## src/rtl/addsub_seq.sv

```systemverilog
// addsub_seq: multi-cycle adder/subtractor that walks a WIDTH-bit operation
// through a single CHUNK-bit ripple slice, one slice per clock, with a
// start/busy/done handshake and carry/overflow/zero flags.
module addsub_seq #(
  parameter int unsigned WIDTH = 8,
  parameter int unsigned CHUNK = 4
) (
  input  logic             clk,
  input  logic             rst,
  input  logic             start,
  input  logic             sub,
  input  logic             cin,
  input  logic [WIDTH-1:0] a,
  input  logic [WIDTH-1:0] b,
  output logic             busy,
  output logic             done,
  output logic [WIDTH-1:0] s,
  output logic             cout,
  output logic             ovf,
  output logic             zero
);

  localparam int unsigned NCH  = WIDTH / CHUNK;
  localparam int unsigned IDXW = (NCH > 1) ? $clog2(NCH) : 1;
  localparam int unsigned SW   = CHUNK + 1;

  typedef enum logic [1:0] {
    S_IDLE = 2'd0,
    S_RUN  = 2'd1,
    S_DONE = 2'd2
  } state_t;

  state_t            state_q, state_d;
  logic [WIDTH-1:0]  a_q, a_d;
  logic [WIDTH-1:0]  b_q, b_d;
  logic              carry_q, carry_d;
  logic [IDXW-1:0]   idx_q, idx_d;
  logic [WIDTH-1:0]  acc_q, acc_d;
  logic [WIDTH-1:0]  s_q, s_d;
  logic              cout_q, cout_d;
  logic              ovf_q, ovf_d;
  logic              zero_q, zero_d;
  logic              busy_q, busy_d;
  logic              done_q, done_d;

  logic [CHUNK-1:0]  a_sl;
  logic [CHUNK-1:0]  b_sl;
  logic [SW-1:0]     sl_sum;
  logic              last_sl;
  logic              capture;
  logic [WIDTH-1:0]  result;

  // Select the current operand slices and run them through the ripple slice
  always_comb begin
    a_sl = '0;
    b_sl = '0;
    for (int i = 0; i < int'(NCH); i++) begin
      if (idx_q == IDXW'(i)) begin
        a_sl = a_q[i*CHUNK +: CHUNK];
        b_sl = b_q[i*CHUNK +: CHUNK];
      end
    end
    sl_sum  = SW'(a_sl) + SW'(b_sl) + SW'(carry_q);
    last_sl = (idx_q == IDXW'(NCH - 1));
  end

  // State register; reset dominates any start in the same cycle
  always_ff @(posedge clk) begin
    if (rst) begin
      state_q <= S_IDLE;
    end else begin
      state_q <= state_d;
    end
  end

  // Next-state logic
  always_comb begin
    state_d = state_q;
    case (state_q)
      S_IDLE:  if (start) state_d = S_RUN;
      S_RUN:   if (last_sl) state_d = S_DONE;
      S_DONE:  state_d = start ? S_RUN : S_IDLE;
      default: state_d = S_IDLE;
    endcase
  end

  // Datapath and output next values; subtraction is folded into capture by
  // inverting b and the incoming borrow so RUN is always a plain add
  always_comb begin
    a_d     = a_q;
    b_d     = b_q;
    carry_d = carry_q;
    idx_d   = idx_q;
    acc_d   = acc_q;
    s_d     = s_q;
    cout_d  = cout_q;
    ovf_d   = ovf_q;
    zero_d  = zero_q;
    busy_d  = (state_d == S_RUN);
    done_d  = (state_d == S_DONE);
    capture = start && (state_q != S_RUN);

    result = acc_q;
    for (int i = 0; i < int'(NCH); i++) begin
      if (idx_q == IDXW'(i)) begin
        result[i*CHUNK +: CHUNK] = sl_sum[CHUNK-1:0];
      end
    end

    if (capture) begin
      a_d     = a;
      b_d     = b ^ {WIDTH{sub}};
      carry_d = cin ^ sub;
      idx_d   = '0;
      acc_d   = '0;
    end else if (state_q == S_RUN) begin
      acc_d   = result;
      carry_d = sl_sum[CHUNK];
      idx_d   = idx_q + IDXW'(1);
      if (last_sl) begin
        idx_d  = '0;
        s_d    = result;
        cout_d = sl_sum[CHUNK];
        // carry into the MSB recovered from the MSB sum bit
        ovf_d  = a_q[WIDTH-1] ^ b_q[WIDTH-1] ^ result[WIDTH-1] ^ sl_sum[CHUNK];
        zero_d = (result == '0);
      end
    end
  end

  // Datapath and output registers
  always_ff @(posedge clk) begin
    if (rst) begin
      a_q     <= '0;
      b_q     <= '0;
      carry_q <= 1'b0;
      idx_q   <= '0;
      acc_q   <= '0;
      s_q     <= '0;
      cout_q  <= 1'b0;
      ovf_q   <= 1'b0;
      zero_q  <= 1'b0;
      busy_q  <= 1'b0;
      done_q  <= 1'b0;
    end else begin
      a_q     <= a_d;
      b_q     <= b_d;
      carry_q <= carry_d;
      idx_q   <= idx_d;
      acc_q   <= acc_d;
      s_q     <= s_d;
      cout_q  <= cout_d;
      ovf_q   <= ovf_d;
      zero_q  <= zero_d;
      busy_q  <= busy_d;
      done_q  <= done_d;
    end
  end

  assign busy = busy_q;
  assign done = done_q;
  assign s    = s_q;
  assign cout = cout_q;
  assign ovf  = ovf_q;
  assign zero = zero_q;

endmodule

```

## config.mk

```make
export PLATFORM = sky130hd
export DESIGN_NAME = addsub_seq
export DESIGN_NICKNAME = d
export VERILOG_FILES = /design/src/rtl/addsub_seq.sv
export SDC_FILE = /design/constraint.sdc
export NUM_CORES = 1
export LEC_CHECK = 0
export ABC_CLOCK_PERIOD_IN_PS = 5320
export CORE_MARGIN = 2
export CORE_UTILIZATION = 65
export DETAILED_ROUTE_END_ITERATION = 7
export DONT_BUFFER_PORTS = 1
export GPL_TIMING_DRIVEN = 0
export PLACE_DENSITY_LB_ADDON = 0.05
export SYNTH_ARGS = -nofsm -noshare
export SYNTH_HDL_FRONTEND = slang
export SYNTH_SLANG_ARGS = --single-unit
```

## constraint.sdc

```tcl
create_clock -name clk -period 5.32 [get_ports clk]
set_input_delay 1.064 -clock clk [delete_from_list [all_inputs] [get_ports clk]]
set_output_delay 1.064 -clock clk [all_outputs]
set_load 0.02 [all_outputs]
```

==> results.md, run 1 <==
- DP Area: 1690 um2
- CP Capture Type: flip-flop
- DIE HEIGHT: 54.4 um
- Flops & latches, synth: 37
- Hold WC Path Type: flip-flop to flip-flop
- Reg clk slew, reported paths: 110 ps
- WL per Instance: 13.2 um
- Mapped cell area: 1650 um2
- Crit path to: ovf
- DRC Markers: 0
- Vias: 1287
- H-Tree Level Count: 2
- Post CTS Setup Buffer Count: 0
- Final period util: 53.8%
- Die Area: 2960 um2
- RSZ-0062 raised after global routing: no
- Post-detail-place hpwl: 2320 um
- Hold Slack: 466 ps
- Sw Ratio: 28.8%
- Actual slew at the worst max-slew pin: 565 ps
- Sequential fraction of the synthesis area: 44.9%
- Final Max Slew Viols: 0
- Detailed Route Iter0 Violations: 22
- Setup Viol. Count Final: 0
- Initial antenna violation count: 0
- Slew HR: 61.9%
- CP Cell Sequence: buf_1, mux2_2, ha_1, and3b_1, or3_4, a211o_2, a31o_2
- Cell Rows: 18
- CTS buffer count: 5
- Worst path slowest cell: buf_1
- I/O pin cnt: 34
- P_int: 0.381 mW
- Cts hold-fix bufs: 0
- Count of inserted antenna diode cells: 0
- Startpoint types: flip-flop
- Area growth syn-to-layout: 5.61%
- Primary FF master, synth: dfxtp_1
- Critical path origin: idx_q
- Final #Nets: 224
- PortBufs: 0
- Post-synth EDFFs: 0
- Total Routed Length: 3030 um
- Mapped Cells: 191
- Worst reg2reg startpoint: idx_q
- Clk_lat worst skew: 350 ps
- Fraction of registers with async set/reset: 0%
- Critical Path RT: 5570 ps
- Fmax: 349 MHz
- First-pass GRT wire length: 4800 um
- Mean Syn Cell Area: 8.63 um2
- Peak supply drop: 0.000281 V
- Total GRT Usage: 23.6%
- Clock Root Buffer: clkbuf_4
- Maximum buffer depth of the clock tree: 2
- Vias per cell: 5.62
- Outcome: complete, no violations
- CTS tree: done
- Design area: 1740 um2
- Sw power: 0.154 mW
- Clock Sinks: 37
- Synth Net Count: 217
- Gpl congestion: 0.867
- Comb pwr share: 16.5%
- Synth warn: 0
- CP arrival: 3110 ps
- Leak Pwr: 0.658 nW
- Reg power frac: 56.7%
- Part of the power in the clock network: 26.8%
- Crit-path max cell delay: 450 ps
- Die width: 54.4 um
- WS Path Type: flip-flop to flip-flop
- Fraction of layout cells with a size suffix above 1: 11.1%
- Congestion Overflow GR: 0
- Max-Cap Viols: 0
- Core ar.: 2430 um2
- PD cells: 307 nW/um2
- R2R depth: 7
- Count of different cell masters after synthesis: 34
- CP max FO: 10
- Vias in the first global route: 1109
- R2R setup slack: 2460 ps
- Fin. Hold Viols: 0
- Pre-Repair DR Iteration Count: 4
- Worst clock skew: 7.20 ps
- Crit Reg-Reg Endpoint: ovf
- Initial Util: 67.8%
- Setup TNS: 0 ps
- PostCTS Resize Cnt: 0
- Detail Route Antenna Nets: 0
- Final min period: 2860 ps
- Largest net degree at the start of global routing: 13
- FILL cells: 210
==> placed cells by master, fill, tap and decap left out, types with 5 or more instances in the layout <==
master / instances
a211oi_1: 9
a21oi_1: 26
clkbuf_1: 9
clkbuf_4: 5
dfxtp_1: 37
mux2_2: 6
nand2_1: 33
nor2_1: 21
xnor2_1: 9
==> cell families after synthesis <==
family | synth area share (%)
AO/OA/AOI/OAI | 15.6
multiplexers | 5.31
buffers and inverters | 3.64
adder cells (fa/ha/maj) | 4.70
AND/OR/NAND/NOR | 20.0
XOR/XNOR | 5.84
flip-flops | 44.9
==> worst min path at each step <==
stage,start,endpoint,slack [ps],depth (start not counted)
floorplan,a_q[5],a_q[5],430,2
global placement,a_q[5],a_q[5],440,2
detailed placement,a_q[4],a_q[4],450,2
CTS,a_q[4],a_q[4],470,2
global route,a_q[4],a_q[4],480,2
finish,a_q[1],a_q[1],470,2
==> per-layer routing <==
layer  vias up  part of all wire [%]  track usage (%)
met1       588                    45             28.0
met4         0                   1.5             9.58
met5         -                     0                0
met2        36                    48             38.8
li1        658                     -                -
met3         5                   5.8             8.20
==> stage by stage <==
step                instances  util [%]  power, mW  worst slack (ps)
floorplan                 191         -      0.380              2710
global placement          221      69.3      0.395              2520
detailed placement        221      69.3      0.398              2500
CTS                       229      71.6      0.538              2480
global route              229      71.6      0.564              2360
finish                    229      71.6      0.535              2460
==> cells in the mapped netlist (all sizes together) (2+ instances only) <==
cell    number  area [um2]
xor2         2        17.5
nand3        3        15.0
nand2       33         124
nor3         2        10.0
inv          2        7.51
fa           2        40.0
dfxtp       37         741
nand2b       3        18.8
buf          4        18.8
ha           3        37.5
a211oi       9        67.6
nor2        21        78.8
mux2         6        67.6
xnor2        9        78.8
nand3b       2        15.0
a21oi       26         130
and2         2        12.5
mux2i        2        20.0
clkbuf       9        33.8
==> sequential cells by signal (all words and copies together), names as in the netlist <==
name     cells
a_q          8
acc_q        4
b_q          8
busy         1
carry_q      1
cout         1
done         1
idx_q        1
ovf          1
s            8
state_q      2
zero         1
==> worst max-delay path: cells and delay by family, from the launching register on <==
kind                     cells  cell delay [ps]
AO/OA/AOI/OAI                2              580
flip-flops                   1              380
buffers and inverters        1              450
adder cells (fa/ha/maj)      1              350
multiplexers                 1              400
AND/OR/NAND/NOR              2              610
==> layout make-up <==
cell class	instances	area [um2]	share of cell area (%)
clock inverters	3	17.5	1.01
inverters	2	7.51	0.431
multi-input cells	139	848	48.7
clock buffers	5	37.5	2.16
plain buffers	13	52.6	3.02
flip-flops and latches	37	741	42.5
well taps	30	37.5	2.16
==> power groups by stage <==
stage | Sequential [mW] | Combinational, mW | Clock (mW)
detailed placement | 0.310 | 0.0880 | 0
global placement | 0.309 | 0.0855 | 0
finish | 0.304 | 0.0883 | 0.143
CTS | 0.304 | 0.0884 | 0.146
floorplan | 0.307 | 0.0733 | 0
global route | 0.306 | 0.100 | 0.158
(Power assumes the default switching activity.)
==> run 2: changes to the inputs <==
--- a/config.mk
+++ b/config.mk
@@ -5,9 +5,9 @@
 export SDC_FILE = /design/constraint.sdc
 export NUM_CORES = 1
 export LEC_CHECK = 0
-export ABC_CLOCK_PERIOD_IN_PS = 5320
+export ABC_CLOCK_PERIOD_IN_PS = 2800
 export CORE_MARGIN = 2
-export CORE_UTILIZATION = 65
+export CORE_UTILIZATION = 61
 export DETAILED_ROUTE_END_ITERATION = 7
 export DONT_BUFFER_PORTS = 1
 export GPL_TIMING_DRIVEN = 0
==> constraint.sdc (replaced) <==
create_clock -name clk -period 2.8 [get_ports clk]
set_input_delay 0.56 -clock clk [delete_from_list [all_inputs] [get_ports clk]]
set_output_delay 0.56 -clock clk [all_outputs]
set_load 0.02 [all_outputs]
==> results.md, run 2 (same netlist as run 1, synthesis figures left out) <==
- PortBufs: 0
- Vias per cell: 5.69
- Slew HR: 64.8%
- Leak Pwr: 0.672 nW
- Peak supply drop: 0.000550 V
- Post CTS Setup Buffer Count: 0
- Final #Nets: 224
- Hold path depth: 2
- Commonest non-fill, non-tap cell in the layout: dfxtp_1
- Clock Root Buffer: clkbuf_4
- Total Routed Length: 3030 um
- H-Tree Level Count: 2
- Initial antenna violation count: 0
- R2R depth: 7
- Worst clock skew: 4.58 ps
- Tot Pwr: 1.06 mW
- Core ar.: 2520 um2
- First-pass GRT wire length: 5370 um
- Reg clk slew, reported paths: 110 ps
- Design area: 1760 um2
- Critical Path RT: 3050 ps
- Fraction of layout cells with a size suffix above 1: 11.6%
- PostCTS Resize Cnt: 1
- Detail Route Antenna Nets: 0
- Die Area: 3140 um2
- Hold WC Path Type: primary input to flip-flop
- Max-Cap Viols: 0
- Outcome: complete, no violations
- Die width: 56.0 um
- Initial Util: 65.4%
- Vias in the first global route: 1196
- Fmax: 379 MHz
- Largest net degree at the start of global routing: 12
- FILL cells: 229
- DRC Markers: 0
- CTS buffer count: 5
- Clk_lat worst skew: 340 ps
- RSZ-0062 raised after global routing: no
- Count of inserted antenna diode cells: 0
- CP max FO: 10
- WL per Instance: 13.2 um
- Cts hold-fix bufs: 0
- DIE HEIGHT: 56.0 um
- Congestion Overflow GR: 0
- Most frequent cells in the layout: 37 x dfxtp_1, 33 x nand2_1, 26 x a21oi_1
- Final Max Slew Viols: 0
- WS Path Type: flip-flop to flip-flop
- Final min period: 2640 ps
- Gpl congestion: 0.816
- DP Area: 1690 um2
- Setup Viol. Count Final: 0
- Clock Sinks: 37
- Cell Rows: 18
- CTS tree: done
- CP Capture Type: flip-flop
- Startpoint types: flip-flop
- Detailed Route Iter0 Violations: 45
- Fin. Hold Viols: 0
- Maximum buffer depth of the clock tree: 2
- I/O pin cnt: 34
- Total GRT Usage: 21.8%
- Pre-Repair DR Iteration Count: 4
- Post-detail-place hpwl: 2310 um
- Area growth syn-to-layout: 6.60%
- CP arrival: 2890 ps
- Final period util: 94.4%
- Actual slew at the worst max-slew pin: 523 ps
- Vias: 1303
- PD cells: 604 nW/um2
[run 2: cell types whose count changed in the layout (fill, tap and decap cells not counted), sizes merged]
cell | previous run | this run
clkbuf | 14 | 16
clkinv | 2 | 1
clkinvlp | 1 | 0
[run 2: worst paths after layout]
| check | end | slack [ps] | from |
|---|---|---|---|
| setup / recovery | ovf | 160 | idx_q |
| hold / removal | a_q[3] | 340 | a[3] |
| hold reg to reg | a_q[1] | 460 | a_q[1] |
| setup reg to reg | ovf | 160 | idx_q |
[run 2: metal layers]
metal	global-route usage, %	vias to the layer above	routed length [um]
met5	0	-	0
met2	32.6	33	1390
met4	9.18	0	54
met3	7.21	7	177
met1	29.1	599	1410
li1	-	664	-
[run 2: metrics by stage]
stage	instances	utilization, %	hold slack [ps]	setup TNS, ps	setup WS (ps)
global placement	221	66.9	443	-3.33	-3.33
floorplan	191	-	433	0	186
finish	229	69.7	344	0	158
detailed placement	221	66.9	447	-38.5	-38.5
global route	229	69.7	322	0	56.9
CTS	229	69.7	332	0	176
[run 2: worst max-delay path, stage by stage, from the launching register on]
cell and delay (ps):
dfxtp_1 370, buf_2 270, mux2_2 370, ha_1 350, and3b_1 210, or3_4 390
a211o_2 350, a31o_2 230
[run 2: report_power, final]
group	total, mW	leakage [nW]	switching (mW)	internal, mW
combinational	0.168	0.328	0.0932	0.0746
sequential	0.576	0.303	0.0211	0.555
clock	0.318	0.0413	0.172	0.146
[run 2: final cells by class]
class,count,area [um2],share of cell area (%)
clock buffers,7,65.1,3.70
clock inverters,1,5.00,0.285
multi-input cells,139,848,48.3
flip-flops and latches,37,741,42.1
plain buffers,13,53.8,3.06
inverters,2,7.51,0.427
well taps,30,37.5,2.14
==> run 3: changes to the inputs <==
--- a/config.mk
+++ b/config.mk
@@ -6,6 +6,7 @@
 export NUM_CORES = 1
 export LEC_CHECK = 0
 export ABC_CLOCK_PERIOD_IN_PS = 2800
+export CAP_MARGIN = 20
 export CORE_MARGIN = 2
 export CORE_UTILIZATION = 61
 export DETAILED_ROUTE_END_ITERATION = 7
==> results of run 3 <==
Final layout, timing and power as in run 2 (identical DEF).
